--- src/rtl/layer_vector_streamer_pkg.sv ---
// Shared types and defaults for the layer input streamer.
// Element type is signed; bank select is a single bit that toggles between the ping-pong banks.
package layer_stream_pkg;

    localparam int T_DEFAULT = 16;
    localparam int N_DEFAULT = 8;

    typedef logic signed [T_DEFAULT-1:0] elem_t;
    typedef logic bank_sel_t;

    function automatic bank_sel_t other_bank(input bank_sel_t b);
        return ~b;
    endfunction

endpackage

--- src/rtl/layer_vector_streamer_bank.sv ---
// One N x T register file: single write port, asynchronous read port.
// Out-of-range write addresses are dropped so non-power-of-two N stays safe.
module stream_bank #(
    parameter int T = 16,
    parameter int N = 8,
    localparam int AW = $clog2(N)
) (
    input  logic          clk,
    input  logic          we,
    input  logic [AW-1:0] waddr,
    input  logic [T-1:0]  wdata,
    input  logic [AW-1:0] raddr,
    output logic [T-1:0]  rdata
);

    logic [T-1:0] regs [N];

    always_ff @(posedge clk) begin
        if (we && (int'(waddr) < N)) begin
            regs[waddr] <= wdata;
        end
    end

    assign rdata = regs[raddr];

endmodule

--- src/rtl/layer_vector_streamer.sv ---
// Ping-pong frame buffer that replays committed N-element vectors over a valid/ready stream.
// All outputs are derived from registered state only.
module layer_vector_streamer
    import layer_stream_pkg::*;
#(
    parameter int T = T_DEFAULT,
    parameter int N = N_DEFAULT,
    localparam int AW = $clog2(N)
) (
    input  logic          clk,
    input  logic          reset,
    input  logic          wr_en,
    input  logic [AW-1:0] wr_addr,
    input  logic [T-1:0]  wr_data,
    input  logic          wr_last,
    output logic          wr_ready,
    output logic          m_valid,
    input  logic          m_ready,
    output logic [T-1:0]  m_data,
    output logic          m_last
);

    localparam logic [AW-1:0] LAST_IDX = AW'(N - 1);

    logic [1:0]    full;
    bank_sel_t     wb;
    bank_sel_t     rb;
    logic [AW-1:0] ri;

    logic          wr_accept;
    logic          commit;
    logic          handshake;
    logic          frame_done;
    logic [T-1:0]  rdata0;
    logic [T-1:0]  rdata1;
    logic [T-1:0]  rd_sel;

    assign wr_accept  = wr_en && !full[wb];
    assign commit     = wr_accept && wr_last;
    assign handshake  = full[rb] && m_ready;
    assign frame_done = handshake && (ri == LAST_IDX);

    stream_bank #(.T(T), .N(N)) u_bank0 (
        .clk   (clk),
        .we    (wr_accept && (wb == 1'b0)),
        .waddr (wr_addr),
        .wdata (wr_data),
        .raddr (ri),
        .rdata (rdata0)
    );

    stream_bank #(.T(T), .N(N)) u_bank1 (
        .clk   (clk),
        .we    (wr_accept && (wb == 1'b1)),
        .waddr (wr_addr),
        .wdata (wr_data),
        .raddr (ri),
        .rdata (rdata1)
    );

    // Commit and final handshake always hit different banks, so both bit updates may land together.
    always_ff @(posedge clk) begin
        if (!reset) begin
            full <= 2'b00;
            wb   <= 1'b0;
            rb   <= 1'b0;
            ri   <= '0;
        end else begin
            if (commit) begin
                full[wb] <= 1'b1;
                wb       <= other_bank(wb);
            end
            if (frame_done) begin
                ri       <= '0;
                full[rb] <= 1'b0;
                rb       <= other_bank(rb);
            end else if (handshake) begin
                ri <= ri + 1'b1;
            end
        end
    end

    assign rd_sel   = rb ? rdata1 : rdata0;
    assign wr_ready = !full[wb];
    assign m_valid  = full[rb];
    assign m_data   = m_valid ? rd_sel : '0;
    assign m_last   = m_valid && (ri == LAST_IDX);

endmodule

--- config.mk ---
export PLATFORM = sky130hd
export DESIGN_NAME = layer_vector_streamer
export DESIGN_NICKNAME = d
export VERILOG_FILES = /design/src/rtl/layer_vector_streamer_pkg.sv /design/src/rtl/layer_vector_streamer_bank.sv /design/src/rtl/layer_vector_streamer.sv
export SDC_FILE = /design/constraint.sdc
export NUM_CORES = 1
export LEC_CHECK = 0
export ABC_AREA = 1
export CELL_PAD_IN_SITES_DETAIL_PLACEMENT = 0
export CELL_PAD_IN_SITES_GLOBAL_PLACEMENT = 1
export CORE_UTILIZATION = 52
export CTS_CLUSTER_SIZE = 14
export DETAILED_ROUTE_END_ITERATION = 10
export PLACE_DENSITY_LB_ADDON = 0.1
export SLEW_MARGIN = 20
export SYNTH_ARGS = -nofsm -noshare
export SYNTH_HDL_FRONTEND = slang
export SYNTH_SLANG_ARGS = --single-unit
--- constraint.sdc ---
create_clock -name clk -period 3.5 [get_ports clk]
set_input_delay 0.525 -clock clk [delete_from_list [all_inputs] [get_ports clk]]
set_output_delay 0.525 -clock clk [all_outputs]
set_load 0.03 [all_outputs]
==> impl_metrics.json, run 1 <==
{
  "crit_chain": "inv_4, buf_4, nand2_1, nand2_1, nand2_1, nand3_1, nand3_1, a21oi_1, buf_12",
  "cp_common_cell": "nand2_1",
  "ys_warn_count": 0,
  "p_int_uw": 5460,
  "max_freq_mhz": 312,
  "die_h_microns": 150,
  "cp_slowest_cell": "inv_4",
  "tightest_slew_ns": 1.04,
  "cp-start-kind": "flop",
  "slew_violations": 0,
  "clk_pin_slew_worst_paths_ns": 0.06,
  "n_antenna_cell": 0,
  "finalWorstSetupSlack_ns": 0.299,
  "dp_cells": 1373,
  "fin_nets": 1154,
  "cp_max_fo": 65,
  "drv_cap": 0,
  "start_util_pct": 53.5,
  "core-area_sq_um": 21200,
  "power.leakage_uw": 0.00532,
  "critical_path_required_ns": 2.97,
  "crit_arrival_ns": 2.68,
  "syn_area_sq_um": 11300,
  "grt_pass1_vias": 7176,
  "netlist_instances": 1079,
  "swShare_pct": 22.0,
  "p_sw_uw": 1540,
  "synth.distinct_cells": 21,
  "syn_to_final_growth_pct": 15.3,
  "drive_gt1_share_pct": 9.39,
  "grt_overflow": 0,
  "cts_tree": "yes",
  "hold_class": "flop to flop",
  "fin_skew_ns": 0.00472,
  "port_buffers": 42,
  "clock-sinks": 266,
  "status": "finished clean",
  "die_area_sq_um": 22400,
  "grt_usage_pct": 27.0,
  "insertion_delay_ns": 0.54,
  "grt_pass1_wl_microns": 43400,
  "antenna_found_initial": 0,
  "die_width_microns": 150,
  "numCtsBuffers": 28,
  "first_pass_iters": 5,
  "setup_violations": 0,
  "drt-initial-drc-count": 590,
  "htree_levels": 1,
  "postRouteAntennaNets": 0,
  "rsz0062_at_grt": "false",
  "cts_buffer_depth": 3,
  "finalCritPeriodShare_pct": 91.5,
  "drt_wl_total_microns": 28700,
  "synth_seq_cells": 266,
  "io-pin-count": 43,
  "hpwlAfterDp_microns": 17400,
  "dp_slack_ns": 0.702,
  "cts_hold_buf": 0,
  "wl_per_cell_microns": 20.1,
  "power_frac_comb_pct": 6.5,
  "viasPerCell": 5.22,
  "p_clk_share_pct": 42.8,
  "dr_total_vias": 7444,
  "hold_viol": 0,
  "tns_ns": 0,
  "end_kind": "primary output",
  "stdcell_count": 1425,
  "drc": 0,
  "critPathMaxStageDelay_ns": 0.50,
  "syn_avg_cell_area_sq_um": 10.5,
  "seqPwrFrac_pct": 50.7,
  "peakVddDrop_mv": 0.445,
  "fin_crit_ns": 3.20,
  "cts_setup_buffers": 0,
  "maxSlewHeadroom_pct": 30.5,
  "syn_nets": 1105,
  "whs_ns": 0.481,
  "crit_type": "flop to primary output",
  "grt_max_degree": 129,
  "rows": 53,
  "p_per_area_nw_per_um2": 536,
  "cts_resized": 0,
  "ctsRootBufferMaster": "clkbuf_16",
  "gp_congestion": 0.820,
  "totalPowerFinal_uw": 7000,
  "seq_area_frac_synth_pct": 69.7
}
## cell usage after synthesis
library cell  number  share of area [%]
clkinv_1           1              0.033
nor2_4             1              0.099
xnor2_1            1              0.077
inv_2              3              0.099
o21ai_1            1              0.044
a21boi_0           1              0.066
buf_2             28                1.2
nand2_1          399                 13
buf_1              3              0.099
o21ai_4            1               0.14
clkbuf_1           9               0.30
edfxtp_1         256                 68
nor2_1            19               0.63
inv_1            139                4.6
a21oi_1           20               0.88
a21boi_1           1              0.066
nand3_1          172                7.6
buf_4             10               0.66
ha_1               2               0.22
dfxtp_1           10                1.8
buf_6              2               0.20
## sequential cells by signal, indices dropped and copies added, names as in the netlist, named ones only
register      cells
ri                3
u_bank1.regs    128
rb                1
u_bank0.regs    128
wb                1
full              2
## metrics by stage
stage | cell area, sq um | util (%)
after floorplan | 11300 | -
after global placement | 12100 | 57.3
after detailed placement | 12100 | 57.3
after CTS | 13100 | 61.7
after global routing | 13100 | 61.7
final | 13100 | 61.7
## logic make-up after synthesis
| family | Yosys count | synth area share [%] |
|---|---|---|
| xor+xnor | 1 | 0.0774 |
| buf+inv | 195 | 7.24 |
| fa+ha+maj | 2 | 0.221 |
| compound gates | 24 | 1.21 |
| simple gates | 591 | 21.6 |
| flops | 266 | 69.7 |
## path summary, 6_finish.rpt
path	startpoint	end	slack (ns)	cells after the start
setup / recovery	flop	m_data[13]	0.30	9
hold / removal	ri[1]$_SDFFE_PP0P_	flop	0.48	2
hold reg to reg	ri[1]$_SDFFE_PP0P_	flop	0.48	2
setup reg to reg	wb$_SDFFE_PN0N_	u_bank1.regs[5][3]$_DFFE_PP_	1.18	4
## cell usage in the layout, fill, tap and decap left out, types with 2 or more instances in the layout
master,count
nor2_2,16
nand2_1,399
nor2_1,3
ha_1,2
clkbuf_16,29
nand3_1,172
buf_4,37
dfxtp_1,8
inv_2,2
edfxtp_1,256
clkdlybuf4s50_1,26
clkbuf_1,4
clkinv_1,9
inv_1,139
a21oi_1,20
buf_12,8
clkinv_2,6
bufinv_16,4
## area by class of cell
type | instances | area (sq um)
clock buffers | 33 | 741
clock inverters | 19 | 188
fillers | 1763 | 8100
inverters | 143 | 539
multi-input cells | 618 | 2650
flip-flops and latches | 266 | 7890
well taps | 275 | 344
repair buffers | 71 | 698
## power by group through the flow
stage | combinational, uW | clock [uW] | sequential [uW]
floorplan | 241 | 0 | 3610
global placement | 454 | 0 | 3620
detailed placement | 457 | 0 | 3620
global route | 499 | 3150 | 3550
CTS | 458 | 3030 | 3550
finish | 456 | 3000 | 3550
## metal layers
metal | up-vias | global-route usage (%) | wire, microns
li1 | 3632 | - | -
met1 | 3560 | 38.7 | 12700
met2 | 216 | 43.0 | 13600
met3 | 36 | 3.23 | 1580
met4 | 0 | 8.47 | 767
met5 | - | 0 | 0
## critical path, delay by kind of cell (launching register included)
family / cells / cell delay, ns
simple gates: 5 / 0.45
flops: 1 / 0.36
compound gates: 1 / 0.30
buf+inv: 3 / 0.95
Power figures use the tool's default switching activity.
==> run 2: changes to the inputs <==
--- a/config.mk
+++ b/config.mk
@@ -8,7 +8,7 @@
 export ABC_AREA = 1
 export CELL_PAD_IN_SITES_DETAIL_PLACEMENT = 0
 export CELL_PAD_IN_SITES_GLOBAL_PLACEMENT = 1
-export CORE_UTILIZATION = 52
+export CORE_UTILIZATION = 49
 export CTS_CLUSTER_SIZE = 14
 export DETAILED_ROUTE_END_ITERATION = 10
 export PLACE_DENSITY_LB_ADDON = 0.1
==> constraint.sdc (replaced) <==
create_clock -name clk -period 3.4 [get_ports clk]
set_input_delay 0.51 -clock clk [delete_from_list [all_inputs] [get_ports clk]]
set_output_delay 0.51 -clock clk [all_outputs]
set_load 0.03 [all_outputs]
==> run 2 against run 1 <==
Global-route usage is 2.2 points lower. Hold slack better by 0.0060 ns. Core utilization is 3.9 points lower. Count of clock-buffer cells in the layout is 10 higher.
==> impl_metrics.json, run 2 (synthesis results as in run 1) <==
{
  "ctsRootBufferMaster": "clkbuf_16",
  "postLayoutCellArea_sq_um": 13100,
  "crit_arrival_ns": 2.52,
  "maxSlewHeadroom_pct": 42.9,
  "min_from": "ri[1]$_SDFFE_PP0P_",
  "n_antenna_cell": 0,
  "start_util_pct": 50.0,
  "layout_common_cells": "399 x nand2_1, 256 x edfxtp_1, 172 x nand3_1",
  "rr_startpoint": "wb$_SDFFE_PN0N_",
  "postRouteAntennaNets": 0,
  "p_per_area_nw_per_um2": 532,
  "power.leakage_uw": 0.00534,
  "grt_pass1_wl_microns": 43200,
  "reg.largest.list": "u_bank0.regs: 128 flops, u_bank1.regs: 128 flops, ri: 3 flops",
  "dp_slack_ns": 0.714,
  "rsz0062_at_grt": "false",
  "dp_cells": 1391,
  "drv_cap": 0,
  "slew_violations": 0,
  "grt_max_degree": 73,
  "antenna_found_initial": 0,
  "viasPerCell": 5.17,
  "dr_total_vias": 7453,
  "syn_to_final_growth_pct": 15.6,
  "clock-sinks": 266,
  "grt_pass1_vias": 7167,
  "hold_class": "flop to flop",
  "drc": 0,
  "cts_buffer_depth": 3,
  "clk_pin_slew_worst_paths_ns": 0.06,
  "setup_violations": 0,
  "stdcell_count": 1441,
  "drt-initial-drc-count": 523,
  "core-area_sq_um": 22600,
  "gr-max-usage-layer": "met2",
  "hold_depth": 2,
  "wl_per_cell_microns": 19.9,
  "fin_crit_ns": 3.03,
  "finalWorstSetupSlack_ns": 0.372,
  "met3_usage_pct": 2.93,
  "fin_nets": 1162,
  "hold_viol": 0,
  "finalCritPeriodShare_pct": 89.1,
  "mostFrequentLayoutCell": "nand2_1",
  "cts_resized": 0,
  "crit_type": "flop to primary output",
  "gp_congestion": 0.779,
  "critical_path_required_ns": 2.89,
  "grt_usage_pct": 24.8,
  "grt_use_met1_pct": 34.4,
  "tightest_slew_ns": 0.855,
  "cts_tree": "yes",
  "dpl_cell_area_sq_um": 12200,
  "numCtsBuffers": 28,
  "peakVddDrop_mv": 0.389,
  "use_met2_pct": 40.6,
  "insertion_delay_ns": 0.53,
  "status": "finished clean",
  "die_width_microns": 154,
  "drive_gt1_share_pct": 9.52,
  "cts_hold_buf": 0,
  "fin_skew_ns": 0.0111,
  "cp_max_fo": 38,
  "cp-start-kind": "flop",
  "rows": 55,
  "grt_overflow": 0,
  "port_buffers": 42,
  "end_kind": "primary output",
  "htree_levels": 1,
  "first_pass_iters": 4,
  "die_h_microns": 154,
  "hpwlAfterDp_microns": 17400,
  "die_area_sq_um": 23700,
  "cts_setup_buffers": 0,
  "max_freq_mhz": 330,
  "r2r_cells": 4,
  "tns_ns": 0,
  "drt_wl_total_microns": 28600,
  "io-pin-count": 43
}
[run 2: changes by cell type in the layout (fill, tap and decap cells not counted)]
cell        change
clkbuf_1        +8
clkinv_1        -4
buf_4           +5
clkinv_2        -4
clkbuf_8        +2
bufinv_16       -3
buf_12          +3
clkinvlp_4      -1
[run 2: path summary, 6_finish.rpt]
kind	to	slack, ns
worst max-delay path	m_data[6]	0.37
worst min-delay path	flop	0.49
worst max register to register	u_bank0.regs[1][7]$_DFFE_PP_	1.21
worst min register to register	flop	0.49
[run 2: layout make-up]
type,instances,area [sq um]
Multi-Input combinational cell,618,2650
Tap cell,285,357
Clock inverter,7,55.1
Clock buffer,43,798
Timing Repair Buffer,79,796
Fill cell,1946,9550
Inverter,143,539
Sequential cell,266,7890
[run 2: routing by layer]
layer  routed length [microns]  vias to the layer above
li1                          -                     3646
met1                     12700                     3570
met2                     13700                      186
met3                      1300                       51
met4                       898                        0
met5                         0                        -
[run 2: critical path, stage by stage, from the launching register on]
cell and delay [ns]:
dfxtp_4 0.36, inv_4 0.21, buf_12 0.25, buf_12 0.21
nand2_1 0.07, nand2_1 0.06, nand2_1 0.05, nand3_1 0.06
nand3_1 0.07, a21oi_1 0.44, buf_12 0.18
[run 2: through the flow]
stage          util (%)  total power, uW  hold slack, ns
2_1_floorplan         -             3970           0.451
6_report           57.8             6970           0.487
3_5_place_dp       54.0             4180           0.477
3_3_place_gp       54.0             4180           0.471
5_1_grt            57.8             7180           0.509
4_1_cts            57.8             7030           0.487
[run 2: where the power goes]
group | internal [uW] | switching (uW)
Combinational | 137 | 315
Sequential | 3640 | 12.4
Clock | 1680 | 1190
==> run 3: changes to the inputs <==
--- a/config.mk
+++ b/config.mk
@@ -8,10 +8,12 @@
 export ABC_AREA = 1
 export CELL_PAD_IN_SITES_DETAIL_PLACEMENT = 0
 export CELL_PAD_IN_SITES_GLOBAL_PLACEMENT = 1
-export CORE_UTILIZATION = 49
+export CORE_UTILIZATION = 50
+export CTS_BUF_LIST = sky130_fd_sc_hd__clkbuf_2 sky130_fd_sc_hd__clkbuf_4 sky130_fd_sc_hd__clkbuf_8
 export CTS_CLUSTER_SIZE = 14
 export DETAILED_ROUTE_END_ITERATION = 10
 export PLACE_DENSITY_LB_ADDON = 0.1
+export RECOVER_POWER = 25
 export SLEW_MARGIN = 20
 export SYNTH_ARGS = -nofsm -noshare
 export SYNTH_HDL_FRONTEND = slang
==> run 3 against run 2 <==
Clock power fell by 8.4%. Critical endpoint is now m_data[5]. Final cell count rose by 1.0%. Global-route usage fell by 0.18 points. Total power fell by 3.6%. Register-to-register slack improved by 0.05 ns. Largest power group unchanged.
==> impl_metrics.json, run 3 (synthesis results as in run 1) <==
{
  "maxSlewHeadroom_pct": 39.3,
  "cts_setup_buffers": 0,
  "fin_crit_ns": 3.19,
  "drv_cap": 0,
  "dp_slack_ns": 0.791,
  "syn_to_final_growth_pct": 14.4,
  "numCtsBuffers": 44,
  "start_util_pct": 51.4,
  "die_h_microns": 152,
  "multi_input_area_sq_um": 2650,
  "peakVddDrop_mv": 0.356,
  "cts_tree": "yes",
  "tns_ns": 0,
  "setup_violations": 0,
  "mostFrequentLayoutCell": "nand2_1",
  "postLayoutCellArea_sq_um": 13000,
  "crit_arrival_ns": 2.68,
  "p_per_area_nw_per_um2": 519,
  "grt_max_degree": 129,
  "cp_slowest_cell": "inv_4",
  "postRouteAntennaNets": 0,
  "gp_congestion": 0.809,
  "cts_buffer_depth": 3,
  "dr_total_vias": 7487,
  "hold_viol": 0,
  "dr.max_layer_used": "met4",
  "dp_cells": 1378,
  "first_pass_iters": 7,
  "hpwlAfterDp_microns": 17000,
  "clock-sinks": 266,
  "slew_violations": 0,
  "rows": 54,
  "power.leakage_uw": 0.00531,
  "drt-initial-drc-count": 515,
  "n_antenna_cell": 0,
  "grt_overflow": 0,
  "htree_levels": 2,
  "grt_pass1_vias": 7514,
  "crit_type": "flop to primary output",
  "critPathMaxStageDelay_ns": 0.49,
  "hold_class": "flop to flop",
  "cts_hold_buf": 0,
  "reg2reg_setup_slack_ns": 1.26,
  "dpl_cell_area_sq_um": 12100,
  "cp_top_family": "buffers and inverters",
  "crit_chain": "inv_4, buf_4, nand2_1, nand2_1, nand2_1, nand3_1, nand3_1, a21oi_1, buf_12",
  "end_kind": "primary output",
  "max_freq_mhz": 313,
  "fin_nets": 1170,
  "reg.largest.list": "u_bank0.regs: 128 flops, u_bank1.regs: 128 flops, ri: 3 flops",
  "core-area_sq_um": 22000,
  "insertion_delay_ns": 0.56,
  "cts_resized": 0,
  "finalCritPeriodShare_pct": 93.8,
  "die_width_microns": 152,
  "drc": 0,
  "antenna_found_initial": 0,
  "timing.rr.end": "u_bank1.regs[2][5]$_DFFE_PP_",
  "grt_usage_pct": 24.6,
  "wl_per_cell_microns": 19.0,
  "io-pin-count": 43,
  "stdcell_count": 1456,
  "layout_common_cells": "399 x nand2_1, 256 x edfxtp_1, 172 x nand3_1",
  "drt-met1-wl_microns": 11900,
  "cp_common_cell": "nand2_1",
  "cp-start-kind": "flop",
  "crit_buf_inv": 3,
  "r2r_cells": 6,
  "die_area_sq_um": 23200,
  "num-fill-cells": 1935,
  "tightest_slew_ns": 0.907,
  "cp_max_fo": 61,
  "grt_pass1_wl_microns": 42300,
  "critical_path_required_ns": 2.89,
  "drt_wl_total_microns": 27600,
  "viasPerCell": 5.14,
  "crit_cells": 9,
  "status": "finished clean",
  "ctsRootBufferMaster": "clkbuf_8",
  "worstSetupEndpoint": "m_data[5]",
  "clk_pin_slew_worst_paths_ns": 0.06,
  "port_buffers": 42,
  "rsz0062_at_grt": "false",
  "finalWorstSetupSlack_ns": 0.210,
  "rr_startpoint": "wb$_SDFFE_PN0N_",
  "drive_gt1_share_pct": 11.6,
  "wl_met2_microns": 13400,
  "fin_skew_ns": 0.0213,
  "seqCellArea_sq_um": 7890,
  "wl_met3_microns": 1490
}
[run 3: report_power, final]
group	leakage (uW)	internal, uW	switching [uW]	total (uW)
registers	0.00239	3640	12.4	3650
clock network	0.000441	1390	1230	2620
logic	0.00248	131	314	445
total	0.00531	5160	1560	6720
[run 3: cell type report]
cell class,count,share of cell area (%)
clock inverter,19,0.676
multi-input combinational,618,20.5
sequential,266,60.9
inverter,143,4.16
clock buffer,59,5.59
timing repair buffer,71,5.46
tap,280,2.70
[run 3: per-layer routing]
| layer | up-vias | global-route usage [%] |
|---|---|---|
| li1 | 3679 | - |
| met4 | 0 | 9.67 |
| met1 | 3523 | 32.2 |
| met3 | 60 | 4.04 |
| met2 | 225 | 41.3 |
| met5 | - | 0 |
[run 3: how the worst min path moves through the flow]
stage | slack (ns) | depth (start not counted) | start | to
finish | 0.49 | 2 | ri[1]$_SDFFE_PP0P_ | flop
global route | 0.52 | 2 | ri[1]$_SDFFE_PP0P_ | flop
CTS | 0.48 | 2 | ri[1]$_SDFFE_PP0P_ | flop
detailed placement | 0.48 | 2 | ri[1]$_SDFFE_PP0P_ | flop
global placement | 0.47 | 2 | ri[1]$_SDFFE_PP0P_ | flop
floorplan | 0.45 | 2 | full[1]$_SDFF_PN0_ | full[1]$_SDFF_PN0_
[run 3: metrics by stage]
step / total power, uW / hold slack (ns) / utilization (%)
2_1_floorplan: 3970 / 0.451 / -
3_3_place_gp: 4170 / 0.473 / 55.1
3_5_place_dp: 4180 / 0.476 / 55.1
4_1_cts: 6790 / 0.485 / 58.8
5_1_grt: 6940 / 0.516 / 58.8
6_report: 6720 / 0.487 / 58.8
[run 3: worst register-to-register path, cell delays in order (launching register included)]
cell and delay (ns):
dfxtp_1 0.41, nand2_1 0.09, a21boi_1 0.14, clkbuf_1 0.17, nand2_1 0.30, nor2_2 0.46, buf_4 0.28
